--- src/rtl/autotype_pkg.sv ---
// Shared types and the fixed key script for the autotype sequencer.
package autotype_pkg;

    typedef enum logic [1:0] {
        KEY_B     = 2'd0,
        KEY_C     = 2'd1,
        KEY_ENTER = 2'd2
    } key_t;

    typedef enum logic [2:0] {
        ST_IDLE     = 3'd0,
        ST_RST_HOLD = 3'd1,
        ST_GAP      = 3'd2,
        ST_PRESS    = 3'd3,
        ST_DONE     = 3'd4
    } state_t;

    localparam int SCRIPT_LEN = 5;
    localparam int MAX_GAP    = 3;

    // Script ROM, step 0 in the least significant slot.
    localparam logic [SCRIPT_LEN-1:0][1:0] SCRIPT_KEYS = {
        KEY_ENTER, KEY_ENTER, KEY_ENTER, KEY_C, KEY_B
    };
    localparam logic [SCRIPT_LEN-1:0][1:0] SCRIPT_GAPS = {
        2'd3, 2'd1, 2'd1, 2'd1, 2'd1
    };

    function automatic key_t script_key(input logic [2:0] idx);
        return key_t'(SCRIPT_KEYS[idx]);
    endfunction

    function automatic int script_gap(input logic [2:0] idx);
        return int'(SCRIPT_GAPS[idx]);
    endfunction

    // Key code to {enter, c, b} one-hot output vector.
    function automatic logic [2:0] key_onehot(input key_t k);
        return 3'b001 << k;
    endfunction

endpackage

--- src/rtl/autotype_tick.sv ---
// Free-running prescaler: one-cycle tick every PERIOD clocks, clearable.
module autotype_tick #(
    parameter int PERIOD = 1000
) (
    input  logic clk,
    input  logic reset,
    input  logic clr,
    output logic tick
);

    localparam int TW = (PERIOD > 1) ? $clog2(PERIOD) : 1;

    logic [TW-1:0] cnt_q, cnt_d;

    assign tick = (cnt_q == TW'(PERIOD - 1));

    // Next count: wrap after the terminal value, restart on clear.
    always_comb begin
        cnt_d = cnt_q + TW'(1);
        if (clr || tick) cnt_d = '0;
    end

    // Count register, cleared by reset.
    always_ff @(posedge clk) begin
        if (reset) cnt_q <= '0;
        else       cnt_q <= cnt_d;
    end

endmodule

--- src/rtl/autotype_sequencer.sv ---
// Autotype sequencer: holds the core in reset, then types B, C and three
// ENTERs on the onboard-key lines. Optional macro AUTOTYPE_PS2_ABORT_EN
// aborts the script when real PS/2 keyboard activity is seen.
module autotype_sequencer
    import autotype_pkg::*;
#(
    parameter int clk_mhz     = 25,
    parameter int step_ms     = 320,
    parameter int reset_ticks = 1,
    parameter int press_ticks = 1,
    parameter int auto_start  = 1
) (
    input  logic clk,
    input  logic reset,
    input  logic start,
    input  logic ps2clk,
    output logic n_reset_out,
    output logic key_b,
    output logic key_c,
    output logic key_enter,
    output logic busy,
    output logic done
);

    localparam int PERIOD = clk_mhz * 1000 * step_ms;
    localparam int MAXT_A = (reset_ticks > press_ticks) ? reset_ticks : press_ticks;
    localparam int MAXT   = (MAXT_A > MAX_GAP) ? MAXT_A : MAX_GAP;
    localparam int CW     = ($clog2(MAXT) > 0) ? $clog2(MAXT) : 1;
    localparam state_t RST_STATE = (auto_start != 0) ? ST_RST_HOLD : ST_IDLE;

    state_t        state_q, state_d;
    logic [2:0]    idx_q, idx_d;
    logic [CW-1:0] ph_q, ph_d;
    logic [2:0]    keys_q, keys_d;
    logic          tick, start_acc, ps2_fall;

    function automatic logic last_tick(input logic [CW-1:0] ph, input int n);
        return ph == CW'(n - 1);
    endfunction

    assign start_acc = start && (state_q == ST_IDLE || state_q == ST_DONE);

    autotype_tick #(.PERIOD(PERIOD)) u_tick (
        .clk  (clk),
        .reset(reset),
        .clr  (start_acc),
        .tick (tick)
    );

`ifdef AUTOTYPE_PS2_ABORT_EN
    // ps2clk: [0],[1] synchronizer, [2] previous synchronized value.
    logic [2:0] ps2_q;
    always_ff @(posedge clk) begin
        if (reset) ps2_q <= 3'b111;
        else       ps2_q <= {ps2_q[1:0], ps2clk};
    end
    assign ps2_fall = ps2_q[2] & ~ps2_q[1];
`else
    logic unused_ps2clk;
    assign unused_ps2clk = ps2clk;
    assign ps2_fall      = 1'b0;
`endif

    // Next state: phases advance on tick; start and abort override.
    always_comb begin
        state_d = state_q;
        idx_d   = idx_q;
        ph_d    = ph_q;
        keys_d  = keys_q;
        case (state_q)
            ST_RST_HOLD: if (tick) begin
                if (last_tick(ph_q, reset_ticks)) begin
                    state_d = ST_GAP;
                    idx_d   = '0;
                    ph_d    = '0;
                end else ph_d = ph_q + CW'(1);
            end
            ST_GAP: if (tick) begin
                if (last_tick(ph_q, script_gap(idx_q))) begin
                    state_d = ST_PRESS;
                    ph_d    = '0;
                    keys_d  = key_onehot(script_key(idx_q));
                end else ph_d = ph_q + CW'(1);
            end
            ST_PRESS: if (tick) begin
                if (last_tick(ph_q, press_ticks)) begin
                    keys_d = '0;
                    ph_d   = '0;
                    if (idx_q == 3'(SCRIPT_LEN - 1)) state_d = ST_DONE;
                    else begin
                        state_d = ST_GAP;
                        idx_d   = idx_q + 3'd1;
                    end
                end else ph_d = ph_q + CW'(1);
            end
            default: ;
        endcase
        if (ps2_fall && (state_q == ST_GAP || state_q == ST_PRESS)) begin
            state_d = ST_DONE;
            keys_d  = '0;
            ph_d    = '0;
        end
        if (start_acc) begin
            state_d = ST_RST_HOLD;
            idx_d   = '0;
            ph_d    = '0;
            keys_d  = '0;
        end
    end

    // State registers; reset abandons any script in progress.
    always_ff @(posedge clk) begin
        if (reset) begin
            state_q <= RST_STATE;
            idx_q   <= '0;
            ph_q    <= '0;
            keys_q  <= '0;
        end else begin
            state_q <= state_d;
            idx_q   <= idx_d;
            ph_q    <= ph_d;
            keys_q  <= keys_d;
        end
    end

    assign n_reset_out = (state_q != ST_RST_HOLD);
    assign busy        = (state_q == ST_RST_HOLD) || (state_q == ST_GAP) || (state_q == ST_PRESS);
    assign done        = (state_q == ST_DONE);
    assign {key_enter, key_c, key_b} = keys_q;

endmodule

--- config.mk ---
export PLATFORM = sky130hd
export DESIGN_NAME = autotype_sequencer
export DESIGN_NICKNAME = d
export VERILOG_FILES = /design/src/rtl/autotype_pkg.sv /design/src/rtl/autotype_tick.sv /design/src/rtl/autotype_sequencer.sv
export SDC_FILE = /design/constraint.sdc
export NUM_CORES = 1
export LEC_CHECK = 0
export CORE_UTILIZATION = 39
export DETAILED_ROUTE_END_ITERATION = 16
export SLEW_MARGIN = 30
export SYNTH_ARGS = -nofsm -noshare
export SYNTH_HDL_FRONTEND = slang
export SYNTH_HIERARCHICAL = 1
export SYNTH_SLANG_ARGS = --single-unit
--- constraint.sdc ---
create_clock -name clk -period 3.5 [get_ports clk]
set_input_delay 0.7 -clock clk [delete_from_list [all_inputs] [get_ports clk]]
set_output_delay 0.7 -clock clk [all_outputs]
set_load 0.01 [all_outputs]
======== Word level (Yosys, flattened, before mapping) ========
Memory sizes are Yosys's and may differ from the RTL's. A register that Yosys moved wholly into a read port is not among the register bits.
Index checks and enable logic that the tools add are counted.
cells by class
  magnitude comparators ................... 1
  equal/unequal tests ..................... 16
  add/subtract/negate cells ............... 4
  reductions and logical operators ........ 18
  shifts and indexed selects .............. 1
  multiplexer cells ....................... 28
operator list
  cell                   count
  $mux 3                 18
  $add 23x1->23 const B  1
  $eq 23x23->1 const B   1
  $mux 2                 6
  $pmux 3 s2             2
  $pmux 3 s3             1
  $ne 2x1->1 const B     4
  $ne 2x2->1 const B     4
  $reduce_and 7->1       1
  $eq 3x2->1 const B     2
  $eq 3x3->1 const B     2
  $reduce_and 6->1       1
  $reduce_bool 2->1      3
  $reduce_or 2->1        3
  $reduce_and 5->1       1
  $logic_or 1x1->1       4
  $lt 3x4->1 const B     1
  $pmux 2 s2             1
  $add 3x1->3 const B    1
  $eq 3x1->1 const B     1
  $logic_not 3->1        1
  $ne 3x1->1 const B     1
  $reduce_and 3->1       1
  $reduce_bool 3->1      1
  6 further kinds        6
word-level totals
  output and inout bits ................... 6
  memories kept ........................... 2
  bits in read-only memories .............. 32
  logic and storage cells ................. 75
  bits of input ports ..................... 4
  bits in registers ....................... 34
memory list
  memory           depth  bits a word  read ports  clocked after Yosys merged registers in  write ports  line                source
  (no name shown)  8      2            1           1                                        0            autotype_pkg.sv:30  return key_t'(SCRIPT_KEYS[idx]);
  (no name shown)  8      2            1           1                                        0            autotype_pkg.sv:34  return int'(SCRIPT_GAPS[idx]);

======== Longest topological paths before layout ========
  depth after elaboration ................. 7
  gate-level depth with buffers ........... 8
  depth with buffers taken out ............ 8

======== Modules after synthesis ========
The synthesis kept the hierarchy.
by module, submodules not included
  module              area each (µm²)  times used  cells an instance
  autotype_tick       1,101.1          1           128
  autotype_sequencer  794.5            1           87

======== Least setup slack after synthesis ========
Ideal clock, no wire load.
  path type ............................... reg-to-reg
  from .................................... register u_tick.cnt_q[16]
  to ...................................... register state_q[1]
  setup slack ............................. 869 ps
  path buffers ............................ 0
  clock period less this slack ............ 2,631 ps
  stages on the path, launching flop included .. 7
  arrival time ............................ 2,491 ps
  data required time ...................... 3,361 ps
  cell sequence ........................... dfxtp_1 or4_1 or4_4 nor2_1 or2b_2 a2111oi_0 nor3_1
between the ends
  word-level cells in the longest chain between the ends .. 3
ends and longest elaborated chain
  element                       line                       source
  start: declaration            autotype_tick.sv:13        logic [TW-1:0] cnt_q, cnt_d;
  start signal: assignment      autotype_tick.sv:26        else cnt_q <= cnt_d;
  $eq 23x23->1 *                autotype_tick.sv:15        assign tick = (cnt_q == TW'(PERIOD - 1));
  named net tick                autotype_sequencer.sv:35   logic tick, start_acc, ps2_fall;
  $ne 2x1->1 (no line)          --
  $reduce_and 7->1 (no line) *  --
  end signal: assignment        autotype_sequencer.sv:119  state_q <= state_d;
  end: declaration              autotype_sequencer.sv:31   state_t state_q, state_d;
Mark *: on every way through the listed nets, which the timed path passes. The rest lies on a longest branch.
A chain may end at the register's enable or synchronous reset.

======== Worst setup path in the final report ========
  from .................................... register u_tick.cnt_q[16]
  to ...................................... register state_q[2]
Same word-level chain as after synthesis.

==> impl_table.tex <==
\begin{tabular}{lr}
\hline
Metric & Value \\
\hline
\multicolumn{2}{l}{\textbf{Die}} \\
Count of pins on the block boundary & 10 \\
Core Box Area & 4504 um2 \\
DIE AREA & 5143 um2 \\
Die span in y & 71.72 um \\
Starting utilization of the core area & 42.08\% \\
X dimension of the die & 71.72 um \\
Number of rows created at floorplan & 24 \\
\multicolumn{2}{l}{\textbf{Power and ir drop}} \\
Maximum vdd ir drop & 0.1974 mV \\
Static leakage & 0.7006 nW \\
Total power per unit cell area & 369.7 nW/um2 \\
\multicolumn{2}{l}{\textbf{Clock tree}} \\
CTS tree & yes \\
Num CTS Buffers & 5 \\
Sink Count & 37 \\
Number of gates resized after cts & 0 \\
Max H-tree Level & 2 \\
CTS root buffer & clkbuf\_8 \\
Post-CTS Setup Repair Bufs & 0 \\
Clock-pin slew on the worst setup and hold paths & 70 ps \\
Maximum root-to-sink buffer count & 2 \\
Number of hold-repair buffers added at the cts stage & 0 \\
Clock insertion delay at the later pin of the skew report & 290 ps \\
\multicolumn{2}{l}{\textbf{Drt}} \\
Detailed Routing Iterations Pass 1 & 4 \\
Via count of the routed design & 1464 \\
Total wire length & 3444 um \\
Final routed DRC violation total & 0 \\
Number of DRC markers after the initial detailed-route iteration & 46 \\
Post-detailed-route count of antenna-violating nets & 0 \\
Detail-routed net length per standard cell & 12.39 um \\
Vias per cell & 5.266 \\
\multicolumn{2}{l}{\textbf{Critical path}} \\
Worst reg2reg path depth & 7 \\
Crit path from & u\_tick/cnt\_q[16] \\
Crit Reg-Reg Endpoint & state\_q[2] \\
Capturing instance or port of the critical path & state\_q[2] \\
Worst-path fanout max & 4 \\
Worst reg-to-reg setup slack & 590 ps \\
Crit path launch type & register \\
Worst EP arrival & 3140 ps \\
Startpoint of the worst-slack reg-to-reg timing path & u\_tick/cnt\_q[16] \\
Crit Path Category & register to register \\
Data required time at the worst endpoint & 3730 ps \\
Kind of capture point of the worst setup path & register \\
\multicolumn{2}{l}{\textbf{Placed design}} \\
Setup slack at placement & 594.8 ps \\
Post-DP HPWL & 2450 um \\
Placer's final routability congestion estimate & 0.7839 \\
Number of input and output port buffers inserted & 8 \\
Placed cell areas & 1994 um2 \\
\multicolumn{2}{l}{\textbf{Final layout}} \\
Share of final-layout standard cells stronger than drive strength 1 & 11.50\% \\
Most common cell after layout, fill and taps aside & dfxtp\_1 \\
Post-synthesis to final-layout area growth & 10.56\% \\
Most frequent cells in the layout & 37 x dfxtp\_1, 31 x nor2\_1, 16 x nand2\_1 \\
Diode insertion count for antenna repair & 0 \\
Total number of nets in the final design & 234 \\
Area of combinational cells with multiple inputs & 1071 um2 \\
Area taken by flip-flops and latches & 740.7 um2 \\
Final non-filler cell area & 2096 um2 \\
Number of fillers in the final layout & 430 \\
\multicolumn{2}{l}{\textbf{Logic synthesis}} \\
Post-synthesis cell area & 1896 um2 \\
Count of distinct cell types in the synthesized netlist & 49 \\
Warning count from the yosys run & 6 \\
Biggest area consumer among synthesized cells & dfxtp\_1 \\
Fraction of registers with async set/reset & 0\% \\
Top FF cell, synth & dfxtp\_1 \\
Post-synthesis register bit count & 37 \\
Portion of the post-synthesis area used by sequential elements & 39.08\% \\
Synth Instances & 215 \\
Number of nets produced by synthesis & 224 \\
Average cell area after synthesis & 8.817 um2 \\
Number of enable flip-flop cells after synthesis & 0 \\
Synth top area cells & dfxtp\_1 39\%, nor2\_1 6.1\%, nand3\_1 3.4\%, ha\_1 3.3\%, xnor2\_1 3.2\% \\
Top cell type's share of synthesized area & 39.08\% \\
\multicolumn{2}{l}{\textbf{Timing}} \\
Worst setup skew after layout & 3.921 ps \\
Max Transition Viols Final & 0 \\
Setup WS post-layout & 592.3 ps \\
RSZ-0062 raised after global routing & no \\
Setup-failing EPs final & 0 \\
Aggregate negative setup slack & 0 ps \\
Final-layout worst hold slack & 457.5 ps \\
Final worst path period need & 2908 ps \\
Number of failing hold endpoints at the final stage & 0 \\
Slew Limit Headroom & 56.74\% \\
Share of the cycle needed by the critical path after routing & 83.08\% \\
Worst-Margin Slew & 632.6 ps \\
Highest clock rate & 0.3439 GHz \\
\multicolumn{2}{l}{\textbf{Global route}} \\
Tot GR Track Use & 14.65\% \\
Initial antenna violation count & 0 \\
Maximum number of pins on one net before global-route repair & 21 \\
Total congestion overflow & 0 \\
Vias in the first global route & 1319 \\
First-pass GRT wire length & 5885 um \\
\multicolumn{2}{l}{\textbf{Job}} \\
Max capacitance violation total & 0 \\
\multicolumn{2}{l}{\textbf{Worst hold path}} \\
Class of the most critical hold timing path & register to register \\
\multicolumn{2}{l}{\textbf{Run status}} \\
Run status & complete, no violations \\
\hline
\end{tabular}
## through the flow
step / cells / util (%) / total power, mW
2_1_floorplan: 215 / - / 0.4546
3_3_place_gp: 270 / 44.28 / 0.4592
3_5_place_dp: 270 / 44.28 / 0.4592
4_1_cts: 278 / 46.53 / 0.7871
5_1_grt: 278 / 46.53 / 0.8086
6_report: 278 / 46.53 / 0.7747
## registers in the layout (all words and copies together) (netlist names), named ones only
name          cells
u_tick/cnt_q     23
ph_q              2
keys_q            3
idx_q             3
state_q           3
## cells in the mapped netlist (4+ instances only)
cell     number
a21oi_1      10
dfxtp_1      37
ha_1          5
inv_1        10
nand2_1      16
nand3_1      13
nand4_1       6
nor2_1       31
nor3_1        4
nor4_1        6
o21ai_0       6
or3_1         4
or4_1         4
xnor2_1       7
xor2_1        7
## worst min-delay path by stage
stage                    start         endpoint  slack, ps  cells after the start
2_1_floorplan  u_tick/cnt_q[0]  u_tick/cnt_q[0]        430                      1
3_3_place_gp   u_tick/cnt_q[0]  u_tick/cnt_q[0]        450                      1
3_5_place_dp   u_tick/cnt_q[0]  u_tick/cnt_q[0]        450                      1
4_1_cts              keys_q[2]        keys_q[2]        460                      2
5_1_grt        u_tick/cnt_q[0]  u_tick/cnt_q[0]        480                      1
6_report             keys_q[2]        keys_q[2]        460                      2
## area by class of cell
cell class | count | area share (%)
Multi-Input combinational cell | 163 | 51.10
Sequential cell | 37 | 35.34
Clock buffer | 7 | 4.597
Timing Repair Buffer | 8 | 3.821
Tap cell | 52 | 3.104
Inverter | 10 | 1.791
Clock inverter | 1 | 0.2388
## power by group
group | total [mW] | switching, mW | internal, mW
registers | 0.429 | 0.00398 | 0.425
logic | 0.0206 | 0.0122 | 0.00842
clock network | 0.325 | 0.147 | 0.178
## layer usage
| layer | vias to the layer above | track usage [%] | part of all wire [%] | wire (um) |
|---|---|---|---|---|
| met5 | - | 0 | 0 | 0 |
| met1 | 642 | 19.30 | 50 | 1728 |
| met2 | 25 | 22.75 | 45 | 1541 |
| met3 | 5 | 3.376 | 3.7 | 129 |
| li1 | 792 | - | - | - |
| met4 | 0 | 6.754 | 1.3 | 44 |
## cells by family (layout without fill, tap and decap cells)
logic type               after synthesis  in the layout  synth area share (%)
adder cells (fa/ha/maj)                5              5                 3.300
multiplexers                           4              4                 2.178
XOR/XNOR                              14             14                 6.469
AND/OR/NAND/NOR                      109            109                 32.94
flip-flops                            37             37                 39.08
AO/OA/AOI/OAI                         31             31                 11.62
buffers and inverters                 15             26                 4.422
## critical path, stage by stage (launching register included)
cell and delay, ps:
dfxtp_1 350, or4_1 530, or4_4 580, nor2_1 270, or2b_2 360, a2111oi_0 590, nor2_1 80, nor2_1 100
Note: power is estimated with default switching activity, not from simulation.
==> variant 1 (config.mk and constraints unchanged) <==
`step_ms`: 320 -> 640.
--- a/src/rtl/autotype_sequencer.sv
+++ b/src/rtl/autotype_sequencer.sv
@@ -5,7 +5,7 @@
     import autotype_pkg::*;
 #(
     parameter int clk_mhz     = 25,
-    parameter int step_ms     = 320,
+    parameter int step_ms     = 640,
     parameter int reset_ticks = 1,
     parameter int press_ticks = 1,
     parameter int auto_start  = 1
Behaviour: same outputs for any inputs over 10 cycles, from zero or initial values; that may be too few to reach the edited logic, so the function may still have changed.
==> variant 1 against the unedited design <==
  * Area after synthesis rose by 3.8%
  * Design area rose by 5.3%
  * Synthesized cell count rose by 1.9%
  * Sequential cell count rose by 1
  * Count of clock-buffer cells in the layout fell by 1
  * Cell count rose by 5.4%
  * Power rose by 18%
  * Worst setup slack improved by 0.036 ns
  * Via count rose by 2.3%
  * Routed wire length rose by 0.81%
  * Critical endpoint unchanged
  * Largest cell class unchanged
  * Largest power group is now clock
==> variant 1: results (changes against the unedited design) <==
- Layout cell share with drive strength beyond 1: 12.8% (was 11.5%)
- Drt via density: 5.11 (was 5.27)
- First-pass GRT wire length: 6.04 mm (was 5.89 mm)
- Total GRT Usage: 15.0% (was 14.6%)
- Largest cells by area after synthesis: dfxtp_1 39%, nor2_1 6.1%, xnor2_1 4.9% (was dfxtp_1 39%, nor2_1 6.1%, nand3_1 3.4%)
- Leak pwr: 0.733 nW (was 0.701 nW)
- DP Cell Count: 285 (was 270)
- Placed cell area: 2060 um^2 (was 1990 um^2)
- Min-Delay Path Depth: 1 (was 2)
- Critical Path Start: u_tick/cnt_q[14]$_SDFF_PP0_ (was u_tick/cnt_q[16]$_SDFF_PP0_)
- Arr. time, crit path: 3.10 ns (was 3.14 ns)
- CP peak stage delay: 0.57 ns (was 0.59 ns)
- Post-synthesis sequential area ratio: 38.7% (was 39.1%)
- Complex-gate fraction of the synthesized area: 10.6% (was 11.6%)
- Hold Crit Start: u_tick/cnt_q[0]$_SDFF_PP0_ (was keys_q[2]$_SDFFE_PP0P_)
- Worst hold slack: 0.459 ns (was 0.457 ns)
- 1st-iter DRT viols: 82 (was 46)
- Worst slack at placement: 0.693 ns (was 0.595 ns)
- Wire per inst: 11.8 um (was 12.4 um)
- Vias in the first global route: 1377 (was 1319)
- Largest net degree at the start of global routing: 24 (was 21)
- Max VDD drop: 0.290 mV (was 0.197 mV)
- Avg Synthesized Cell Area: 8.98 um^2 (was 8.82 um^2)
- Max reg flops: 24 (was 23)
- Post-synthesis mux area share: 2.10% (was 2.18%)
- Hold endpoint: u_tick/cnt_q[0]$_SDFF_PP0_ (was keys_q[2]$_SDFFE_PP0P_)
- WL final: 3.47 mm (was 3.44 mm)
- Status: finished clean (unchanged)
==> variant 1: cell count changes in the layout (fill, tap and decap cells not counted), moves of 3 or more <==
cell and delta:
nand4_1 +3, xnor2_1 +4, nand2_1 -3, nand3_1 -5
==> variant 1: power by group <==
part           switching [mW]  internal [mW]
Combinational          0.0113        0.00646
Clock                   0.154          0.304
Sequential            0.00271          0.435
Total                   0.168          0.745
==> variant 1: final cells by class <==
cell class              count  area, um^2
inverters                   9        33.8
multi-input cells         163        1100
flip-flops and latches     38         761
well taps                  67        83.8
clock inverters             2        60.1
repair buffers              8        80.1
fillers                   476        2580
clock buffers               6        82.6
==> variant 1: routing by layer <==
layer	up-vias	part of all wire [%]	track usage, %
met3	8	3.0	3.73
met4	0	2.2	8.50
met5	-	0	0
li1	796	-	-
met2	17	45	23.8
met1	676	50	18.5
==> variant 2 (same flow settings) <==
Made on the original files. The 5 states of `state_t` get a Gray code encoding in 3 bits.
--- a/src/rtl/autotype_pkg.sv
+++ b/src/rtl/autotype_pkg.sv
@@ -8,11 +8,11 @@
     } key_t;
 
     typedef enum logic [2:0] {
-        ST_IDLE     = 3'd0,
-        ST_RST_HOLD = 3'd1,
-        ST_GAP      = 3'd2,
-        ST_PRESS    = 3'd3,
-        ST_DONE     = 3'd4
+        ST_IDLE     = 3'b000,
+        ST_RST_HOLD = 3'b001,
+        ST_GAP      = 3'b011,
+        ST_PRESS    = 3'b010,
+        ST_DONE     = 3'b110
     } state_t;
 
     localparam int SCRIPT_LEN = 5;
Check against the original RTL: no difference found for any inputs over 10 cycles, from zero or initial values; not proved beyond that.
==> variant 2 against the unedited design <==
  * Clock skew up 0.0025 ns
  * Power down 3.2%
  * Routed wire length up 9.8%
  * Area after synthesis up 3.1%
  * Worst setup slack better by 0.25 ns
  * Sequential share of layout area down 0.92 points
  * Sequential cell count unchanged
  * Design area up 2.7%
  * Critical path type unchanged
  * Highest routed layer unchanged
==> variant 2: results (changes against the unedited design) <==
- Clock transition at path regs: 0.07 ns (about the same)
- Max reg flops: 23 (unchanged)
- Ys Warns: 6 (unchanged)
- # fillers: 480 (was 430)
- Crit-path max FO: 6 (was 4)
- Avg Synthesized Cell Area: 8.50 um^2 (was 8.82 um^2)
- Status: finished clean (unchanged)
- Leak pwr: 0.733 nW (was 0.701 nW)
- Met1 Use GR: 23.0% (was 19.3%)
- Largest cells by area after synthesis: dfxtp_1 38%, nor2_1 5.0%, a21oi_1 4.1% (was dfxtp_1 39%, nor2_1 6.1%, nand3_1 3.4%)
- Arr. time, crit path: 2.83 ns (was 3.14 ns)
- Final cell count without fillers: 306 (was 278)
- Max VDD drop: 0.191 mV (was 0.197 mV)
- Placer congestion estimate: 0.801 (was 0.784)
- Nets: 248 (was 234)
- First-pass GRT wire length: 6.46 mm (was 5.89 mm)
- Layout cell share with drive strength beyond 1: 9.62% (was 11.5%)
- Vias in the first global route: 1365 (was 1319)
- Worst hold slack: 0.467 ns (was 0.457 ns)
- Placed cell area: 2060 um^2 (was 1990 um^2)
- Wire per inst: 12.4 um (about the same)
- Internal power: 589 uW (was 611 uW)
- Post-synthesis sequential area ratio: 37.9% (was 39.1%)
- 1st-iter DRT viols: 94 (was 46)
- Unique masters post-synth: 50 (was 49)
- DP Wirelength: 2.75 mm (was 2.45 mm)
- Num CTS Buffers: 5 (unchanged)
- R2r setup slk: 0.84 ns (was 0.59 ns)
- Syn nets: 239 (was 224)
- Worst slack at placement: 0.881 ns (was 0.595 ns)
- Clock skew: 0.00645 ns (was 0.00392 ns)
- Via count: 1608 (was 1464)
- Max Clk Rate: 376 MHz (was 344 MHz)
- Met2 usage: 22.4% (was 22.7%)
- Met3 Use GR: 3.73% (was 3.38%)
- DP Cell Count: 299 (was 270)
- Post-synth top cells: 37 x dfxtp_1, 26 x nor2_1, 17 x nand2_1 (was 37 x dfxtp_1, 31 x nor2_1, 16 x nand2_1)
- Worst Max-Slew Pin Slew: 0.699 ns (was 0.633 ns)
- Total GRT Usage: 15.8% (was 14.6%)
- Area grow syn2layout: 10.1% (was 10.6%)
-- variant 2: per-layer routing --
metal | vias to the layer above | wire length (um)
li1 | 840 | -
met1 | 741 | 2020
met2 | 23 | 1610
met3 | 4 | 103
met4 | 0 | 52
met5 | - | 0
-- variant 2: worst paths after layout --
check                          endpoint                   startpoint  depth (start not counted)
min          u_tick/cnt_q[0]$_SDFF_PP0_   u_tick/cnt_q[0]$_SDFF_PP0_                          1
max                            register  u_tick/cnt_q[15]$_SDFF_PP0_                          6
max reg2reg                    register  u_tick/cnt_q[15]$_SDFF_PP0_                          6
min reg2reg  u_tick/cnt_q[0]$_SDFF_PP0_   u_tick/cnt_q[0]$_SDFF_PP0_                          1
-- variant 2: critical path, cell delays in order, from the launching register on --
cell and delay [ns]:
dfxtp_1 0.36, or4_1 0.52, or4_4 0.59, nor2_1 0.21, nand3b_1 0.14, o311a_1 0.35, or3_1 0.37
-- variant 2: area by class of cell --
type | count | share of cell area [%]
multi-input cells | 175 | 51.7
flip-flops and latches | 37 | 34.4
well taps | 67 | 3.90
clock buffers | 6 | 3.84
repair buffers | 8 | 3.72
inverters | 12 | 2.09
clock inverters | 1 | 0.349
-- variant 2: cells by family (layout without fill, tap and decap cells) --
group	count (synthesis)	after routing	synth area share (%)
compound gates	42	42	14.1
xor+xnor	15	15	6.72
fa+ha+maj	6	6	3.71
buf+inv	18	27	5.19
flops	37	37	37.9
simple gates	112	112	32.3
-- variant 2: power by group through the flow --
stage | clock (mW) | sequential, mW | combinational [mW]
after CTS | 0.316 | 0.429 | 0.0201
final | 0.302 | 0.429 | 0.0196
after detailed placement | 0 | 0.438 | 0.0201
after floorplan | 0 | 0.438 | 0.0168
after global placement | 0 | 0.438 | 0.0197
after global routing | 0.334 | 0.430 | 0.0220
